`src/rtl/door_access_arbiter.sv`:
```
// door_access_arbiter
// Shares one card-validation engine among N_DOORS door controllers.
// A round-robin arbiter grants one door at a time. The captured card ID is
// then presented to the validator. Its verdict, or a timeout verdict, is
// returned to the granted door. Every door has its own wrong-card counter,
// which raises a sticky alarm and locks that door out of arbitration.
// Optional feature: define DOOR_ARB_DENY_COUNT_EN to add the deny_count
// output. It is a saturating count of all failed results.
module door_access_arbiter #(
  parameter int N_DOORS     = 4,
  parameter int ID_W        = 8,
  parameter int TIMEOUT     = 15,
  parameter int LOCKOUT_CNT = 3
) (
  input  logic                    clk,
  input  logic                    reset,
  input  logic [N_DOORS-1:0]      req,
  input  logic [N_DOORS*ID_W-1:0] card_id,
  input  logic [N_DOORS-1:0]      alarm_clr,
  output logic [N_DOORS-1:0]      grant,
  output logic                    val_req,
  output logic [ID_W-1:0]         val_id,
  input  logic                    val_done,
  input  logic                    val_ok,
  output logic [N_DOORS-1:0]      result_valid,
  output logic                    result_ok,
  output logic                    timeout,
  output logic [N_DOORS-1:0]      alarm,
`ifdef DOOR_ARB_DENY_COUNT_EN
  output logic [15:0]             deny_count,
`endif
  output logic                    busy
);

  localparam int PTR_W = (N_DOORS > 1) ? $clog2(N_DOORS) : 1;
  localparam int CW    = PTR_W + 1;
  localparam logic [7:0] WAIT_LAST = 8'(TIMEOUT - 1);
  localparam logic [2:0] LOCK_MAX  = 3'(LOCKOUT_CNT);

  typedef enum logic [1:0] {
    S_IDLE,
    S_WAIT,
    S_REPORT
  } state_t;

  state_t             state;
  state_t             state_next;

  logic [PTR_W-1:0]   ptr;
  logic [PTR_W-1:0]   cur_door;
  logic [7:0]         wait_cnt;
  logic               verdict;
  logic               to_flag;
  logic [2:0]         wrong_cnt [N_DOORS];

  logic [N_DOORS-1:0] eligible;
  logic               any_eligible;
  logic [PTR_W-1:0]   pick_idx;
  logic [CW-1:0]      cand;
  logic [ID_W-1:0]    pick_id;

  logic               do_grant;
  logic               wait_done_ok;
  logic               wait_timeout;
  logic               do_report;

  function automatic logic [N_DOORS-1:0] onehot(input logic [PTR_W-1:0] idx);
    logic [N_DOORS-1:0] v;
    v      = '0;
    v[idx] = 1'b1;
    return v;
  endfunction

  assign eligible = req & ~alarm;

  // Round-robin search: the first eligible door at or above the pointer, with wrap-around
  always_comb begin
    any_eligible = 1'b0;
    pick_idx     = '0;
    cand         = '0;
    for (int i = 0; i < N_DOORS; i++) begin
      cand = {1'b0, ptr} + CW'(i);
      if (cand >= CW'(N_DOORS)) begin
        cand = cand - CW'(N_DOORS);
      end
      if (!any_eligible && eligible[cand[PTR_W-1:0]]) begin
        any_eligible = 1'b1;
        pick_idx     = cand[PTR_W-1:0];
      end
    end
  end

  // Card ID of the door that would be granted this cycle
  always_comb begin
    pick_id = card_id[pick_idx*ID_W +: ID_W];
  end

  // State register
  always_ff @(posedge clk or posedge reset) begin
    if (reset) begin
      state <= S_IDLE;
    end else begin
      state <= state_next;
    end
  end

  // Next-state logic and transaction strobes. val_done takes priority over the timeout.
  always_comb begin
    state_next   = state;
    do_grant     = 1'b0;
    wait_done_ok = 1'b0;
    wait_timeout = 1'b0;
    do_report    = 1'b0;
    case (state)
      S_IDLE: begin
        if (any_eligible) begin
          do_grant   = 1'b1;
          state_next = S_WAIT;
        end
      end
      S_WAIT: begin
        if (val_done) begin
          wait_done_ok = 1'b1;
          state_next   = S_REPORT;
        end else if (wait_cnt == WAIT_LAST) begin
          wait_timeout = 1'b1;
          state_next   = S_REPORT;
        end
      end
      S_REPORT: begin
        do_report  = 1'b1;
        state_next = S_IDLE;
      end
      default: begin
        state_next = S_IDLE;
      end
    endcase
  end

  // Grant pulse, captured door and ID, and the validator request level
  always_ff @(posedge clk or posedge reset) begin
    if (reset) begin
      grant    <= '0;
      cur_door <= '0;
      val_id   <= '0;
      val_req  <= 1'b0;
    end else begin
      grant <= do_grant ? onehot(pick_idx) : '0;
      if (do_grant) begin
        cur_door <= pick_idx;
        val_id   <= pick_id;
        val_req  <= 1'b1;
      end else if (wait_done_ok || wait_timeout) begin
        val_req <= 1'b0;
      end
    end
  end

  // Wait counter, and the verdict held for the report cycle
  always_ff @(posedge clk or posedge reset) begin
    if (reset) begin
      wait_cnt <= '0;
      verdict  <= 1'b0;
      to_flag  <= 1'b0;
    end else begin
      if (do_grant) begin
        wait_cnt <= '0;
      end else if (state == S_WAIT) begin
        wait_cnt <= wait_cnt + 8'd1;
      end
      if (wait_done_ok) begin
        verdict <= val_ok;
        to_flag <= 1'b0;
      end else if (wait_timeout) begin
        verdict <= 1'b0;
        to_flag <= 1'b1;
      end
    end
  end

  // Result pulse to the granted door; the pointer advances past that door
  always_ff @(posedge clk or posedge reset) begin
    if (reset) begin
      result_valid <= '0;
      result_ok    <= 1'b0;
      timeout      <= 1'b0;
      ptr          <= '0;
    end else begin
      result_valid <= do_report ? onehot(cur_door) : '0;
      result_ok    <= do_report & verdict;
      timeout      <= do_report & to_flag;
      if (do_report) begin
        ptr <= (cur_door == PTR_W'(N_DOORS - 1)) ? '0 : cur_door + 1'b1;
      end
    end
  end

  // Per-door wrong-card counters and sticky alarms. A clear pulse wins over a coinciding result.
  always_ff @(posedge clk or posedge reset) begin
    if (reset) begin
      alarm <= '0;
      for (int d = 0; d < N_DOORS; d++) begin
        wrong_cnt[d] <= '0;
      end
    end else begin
      for (int d = 0; d < N_DOORS; d++) begin
        if (alarm_clr[d]) begin
          alarm[d]     <= 1'b0;
          wrong_cnt[d] <= (do_report && cur_door == PTR_W'(d) && !verdict) ? 3'd1 : 3'd0;
        end else if (do_report && cur_door == PTR_W'(d)) begin
          if (verdict) begin
            wrong_cnt[d] <= 3'd0;
          end else if (wrong_cnt[d] < LOCK_MAX) begin
            wrong_cnt[d] <= wrong_cnt[d] + 3'd1;
            if (wrong_cnt[d] + 3'd1 == LOCK_MAX) begin
              alarm[d] <= 1'b1;
            end
          end
        end
      end
    end
  end

  // Busy whenever the engine is not idle
  always_ff @(posedge clk or posedge reset) begin
    if (reset) begin
      busy <= 1'b0;
    end else begin
      busy <= (state_next != S_IDLE);
    end
  end

`ifdef DOOR_ARB_DENY_COUNT_EN
  // Saturating count of every failed result
  always_ff @(posedge clk or posedge reset) begin
    if (reset) begin
      deny_count <= '0;
    end else if (do_report && !verdict && deny_count != 16'hFFFF) begin
      deny_count <= deny_count + 16'd1;
    end
  end
`endif

endmodule

```
`config.mk`:
```
export PLATFORM = sky130hd
export DESIGN_NAME = door_access_arbiter
export DESIGN_NICKNAME = d
export VERILOG_FILES = /design/src/rtl/door_access_arbiter.sv
export SDC_FILE = /design/constraint.sdc
export NUM_CORES = 1
export LEC_CHECK = 0
export BUFFER_PORTS_ARGS = -buffer_cell sky130_fd_sc_hd__buf_2
export CAP_MARGIN = 20
export CORE_MARGIN = 10
export CORE_UTILIZATION = 48
export CTS_CLUSTER_DIAMETER = 100
export DETAILED_ROUTE_END_ITERATION = 12
export PLACE_DENSITY = 0.87
export SLEW_MARGIN = 20
export SYNTH_ARGS = -nofsm -noshare
export SYNTH_HDL_FRONTEND = slang
export SYNTH_SLANG_ARGS = --single-unit
```
`constraint.sdc`:
```
create_clock -name clk -period 1.6 [get_ports clk]
set_input_delay 0.16 -clock clk [delete_from_list [all_inputs] [get_ports clk]]
set_output_delay 0.16 -clock clk [all_outputs]
set_load 0.05 [all_outputs]
```
# Yosys cells after proc, flatten, opt, wreduce, memory -nomap -nowiden
# Cells that the tools add are included.
# word_totals
regBits	52
input_bits	44
word_cells	204
# op_classes
addsub	13
n_lt_le_gt_ge	16
n_eq_ne	14
n_shift	1
n_mux	87
bitwise_logic	4
reduce_logical	48
# ops
operator	count
two-way mux 1 bit	48
two-way mux 3 bit	16
nonzero test 2 bit	16
indexed part select 32 x 6 -> 8 bit	1
two-way mux 2 bit	12
< comparator 2 x 3 -> 1 bit (second input constant)	6
two-way mux 8 bit	2
AND reduction 4 bit	4
logical AND 1 bit	13
adder 3 x 1 -> 3 bit (second input constant)	4
== test 3 x 2 -> 1 bit (second input constant)	4
< comparator 3 x 2 -> 1 bit (second input constant)	4
nonzero test 3 bit	4
greater-or-equal comparator 3 bit (second input constant)	3
adder 8 x 1 -> 8 bit (second input constant)	1
binary-select mux 1 bit (select 2 bit)	4
== test 8 x 4 -> 1 bit (second input constant)	1
two-way mux 4 bit	2
inequality test 2 bit (second input constant)	4
AND reduction 2 bit	4
subtractor 2 x 1 -> 2 bit (second input constant)	4
adder 2 x 2 -> 3 bit (second input constant)	2
== test 2 bit (second input constant)	3
bitwise AND 4 bit	1
other kinds (12)	20

# Depth between registers and ports, before layout
# logic_depth
depth_word	19
depth_mapped	8

# Worst setup path after synthesis
# Ideal clock, no wire load.
# synth_path
path_kind	reg2reg
start	reg alarm[3]
end	reg val_id[0]
setup_ps	132
arrival_time_ps	1725
t_required_ps	1468
path_slack_ps	-257
stages_incl_launch_ff	7
path_buffers	1
path_cell_list	dfrtp_1 nand2b_4 a21bo_1 a22oi_2 buf_4 mux2i_1 o221ai_2
# synth_between
elab_chain_cells	16
word_cells_on_any_way	27
classes_between	1 x shift; 18 x mux; 2 x bitwise; 6 x reduce/logical
# synth_lines
element	line_no	source
from (decl)	28	output logic [N_DOORS-1:0] alarm,
from (signal assigned)	201	alarm <= '0;
from (signal, indexed assignment)	208	alarm[d] <= 1'b0;
from (signal, indexed assignment)	216	alarm[d] <= 1'b1;
NOT 4 bit (*)	74	assign eligible = req & ~alarm;
bitwise AND 4 bit (*)	74	
parallel branches: the longest is 14 deep, another holds binary-select mux 1 bit (select 2 bit)	--	
to (signal assigned)	151	val_id <= pick_id;
to (decl)	22	output logic [ID_W-1:0] val_id,
# Every way passes the cells marked *. The select of a mux whose other input is x is not followed.
# A chain may end at the register's enable or synchronous reset.

# Worst setup path in the final report
# layout_path
start	reg alarm[3]
end	reg val_id[3]
# Same word-level chain as after synthesis.

==> reports/results.ini <==
[final_layout]
fin_cells=432
n_fill_cell=407
layout_commonest_cell=buf_2
syn2layout_area_growth_pct=34.12
drive_gt1_share_pct=39.44
multiInputGateArea_um2=1468
fin_nets=417
final_cell_mix=67 x buf_2, 47 x dfrtp_1, 23 x nor2_1
seq_area_um2=1308
antenna_cells=0

[sta]
setup_viol=10
final.setup_skew_ns=0.01348
rsz0062_at_grt=yes
setup_tns_ns=-0.9011
post-route-period-util_pct=108.9
hold_violations=0
setup_ws_ns=-0.1418
clock.fmax_ghz=0.5741
worstMarginPinSlew_ns=0.7013
slew_viol_final=0
relSlewSlack_pct=53.25
layout_min_cycle_time_ns=1.742

[critical_path]
cp.required_ns=1.80
critPathKind=reg -> reg
crit_family=compound AO/OA/AOI/OAI gates
cp_num_buf_inv=2
cp-start-kind=flip-flop
critPathCaptureType=flip-flop
slowest_delay_ns=0.41
worst-path-max-fanout=5
critPathSlowestCell=dfrtp_2
arrival_ns=1.95
crit_chain=nand2b_4, a21bo_1, a22oi_2, buf_6, buf_12, mux2i_4, o221ai_4

[grt]
grt_pass1_vias=2335
antenna_found_initial=0
grt_max_degree=53
grt_overflow=0
track_usage_pct=14.89
grt_pass1_wl_um=10940

[floorplanning]
die_w_um=95.75
rows=27
core_area_um2=5540
dieArea_um2=9167
die_h_um=95.75
start_util_pct=49.71
ios=68

[drt]
wl_um=7546
drtPass1Iterations=4
vias=2378
post_drt_wl_per_cell_um=17.47
drt_iter0_markers=112
routed_via_density=5.505
drc=0
postRouteAntennaNets=0

[synth]
seq_area_frac_synth_pct=47.25
ys_types=46
synth-simple-area-share_pct=16.45
syn_area_per_cell_um2=10.28
synth_xor_area_share_pct=0.6361
synth_ff_type=dfrtp_1
ys_seq_elements=52
synth_area_um2=2754
synth_top_family_by_area=compound AO/OA/AOI/OAI gates
synth_fa_ha_area_share_pct=6.361
synth.area.mux_share_pct=6.997
yosysWarnings=0
synth_compound_area_share_pct=17.17
syn_inst=268
syn-num-nets=326
asyncSetResetFlopFracSynth_pct=100.0
synth_edf_count=0

[place]
numPortBuffers=67
placed_cells=415
dp_slack_ns=-0.07984
finalWeightedCongestion=0.7987
dp_hpwl_um=5021

[pwr]
vdd_ir_drop_max_uv=842.7
p_leak_uw=0.001782
powerDensity_nw_per_um2=1573

[clock_tree]
cts_tree=built
cts_buffer_depth=2
clkTransAtPathRegs_ns=0.10
htreeDepth=2
cts_buffers=5
clock_sinks=52
cts_root_buf=clkbuf_8
insertion_delay_ns=0.32

[job]
drv_cap=0

[outcome]
violations=setup timing
status=finished, violations left

[worst_hold_path]
holdCritPathClass=in -> reg

-- per-layer routing --
| metal | global-route usage (%) | up-vias | share of wire (%) |
|---|---|---|---|
| met2 | 25.06 | 70 | 52 |
| met3 | 4.358 | 17 | 6.8 |
| li1 | - | 1136 | - |
| met4 | 6.757 | 0 | 2.8 |
| met1 | 17.16 | 1155 | 38 |
| met5 | 0 | - | 0 |
-- report_power, final --
part	internal, µW	switching [µW]	leakage (µW)	total (µW)
logic	1230	1710	0.00104	2940
clock network	472	468	0.0000548	940
registers	1620	306	0.000682	1930
total	3320	2490	0.00178	5810
-- stage by stage --
| step | hold slack, ns | area [µm²] | utilization [%] | power [µW] |
|---|---|---|---|---|
| 3_3_place_gp | 0.2235 | 3294 | 59.46 | 4279 |
| 5_1_grt | 0.04789 | 3694 | 66.67 | 6144 |
| 2_1_floorplan | 0.2227 | 2763 | - | 3662 |
| 4_1_cts | 0.03329 | 3455 | 62.35 | 5406 |
| 3_5_place_dp | 0.2323 | 3294 | 59.46 | 4377 |
| 6_report | 0.03536 | 3694 | 66.67 | 5810 |
-- layout make-up --
class / count / area share (%)
clock buffer: 5 / 1.863
clock inverter: 3 / 1.253
timing repair buffer: 96 / 17.58
multi-input combinational: 187 / 39.74
inverter: 17 / 1.728
sequential: 52 / 35.40
tap: 72 / 2.439
-- registers in the layout, summed over array words and instances (netlist names) --
signal        cells
grant             4
ptr               2
result_ok         1
result_valid      4
alarm             4
timeout           1
wrong_cnt        12
wait_cnt          8
cur_door          2
verdict           1
val_req           1
state             2
to_flag           1
val_id            8
busy              1
-- worst reg2reg max path: stages, from the launching register on --
cell	delay, ns
dfrtp_2	0.41
nand2b_4	0.16
a21bo_1	0.21
a22oi_2	0.17
buf_6	0.15
buf_12	0.14
mux2i_4	0.27
o221ai_4	0.12
-- path summary, 6_finish.rpt --
check / start / end / slack (ns) / cells after the start
worst max-delay path: alarm[3]$_DFFE_PP0P_ / val_id[3]$_DFFE_PP0P_ / -0.14 / 7
min in group asynchronous: reset / val_id[7]$_DFFE_PP0P_ / 0.42 / 4
worst min register to register: wait_cnt[7]$_DFFE_PP0P_ / wait_cnt[7]$_DFFE_PP0P_ / 0.47 / 1
worst min-delay path: alarm_clr[2] / alarm[2]$_DFFE_PP0P_ / 0.04 / 2
worst max register to register: alarm[3]$_DFFE_PP0P_ / val_id[3]$_DFFE_PP0P_ / -0.14 / 7
max in group asynchronous: reset / alarm[3]$_DFFE_PP0P_ / 0.91 / 4
-- synthesized netlist by cell type (all sizes together), types with 2 or more instances --
cell type / count / area share (%)
a21oi: 14 / 2.5
nor2b: 3 / 0.68
nand2: 22 / 3.0
nand4: 2 / 0.45
nor4: 4 / 0.91
buf: 7 / 2.1
nor3: 6 / 1.1
mux2i: 17 / 6.2
mux2: 2 / 0.82
nor4b: 2 / 0.64
a31oi: 8 / 1.8
nor2: 23 / 3.1
o221ai: 8 / 4.4
inv: 17 / 2.3
o31ai: 3 / 0.82
o21ai: 20 / 3.6
and3b: 2 / 0.64
nand2b: 5 / 1.4
nand3b: 2 / 0.55
clkbuf: 5 / 0.68
dfrtp: 52 / 47
ha: 14 / 6.4
a21o: 2 / 0.55
or2: 2 / 0.45
nand3: 4 / 0.73
a211oi: 4 / 1.1
and2: 4 / 0.91
-- cell families after synthesis --
family          count (synthesis)
simple gates                   87
buf+inv                        29
flops                          52
xor+xnor                        2
compound gates                 65
mux                            19
fa+ha+maj                      14
-- what timing repair did --
action | 4_1_cts | 5_1_grt
hold endpoints to repair | 52 | 0
setup buffers | 3 | 2
hold buffers | 1 | 0
endpoints found under the setup margin | 10 | 18
pin swaps | 1 | 5
gates cloned | 0 | 3
gates resized for setup | 6 | 26
Note: power is estimated with default switching activity, not from simulation.
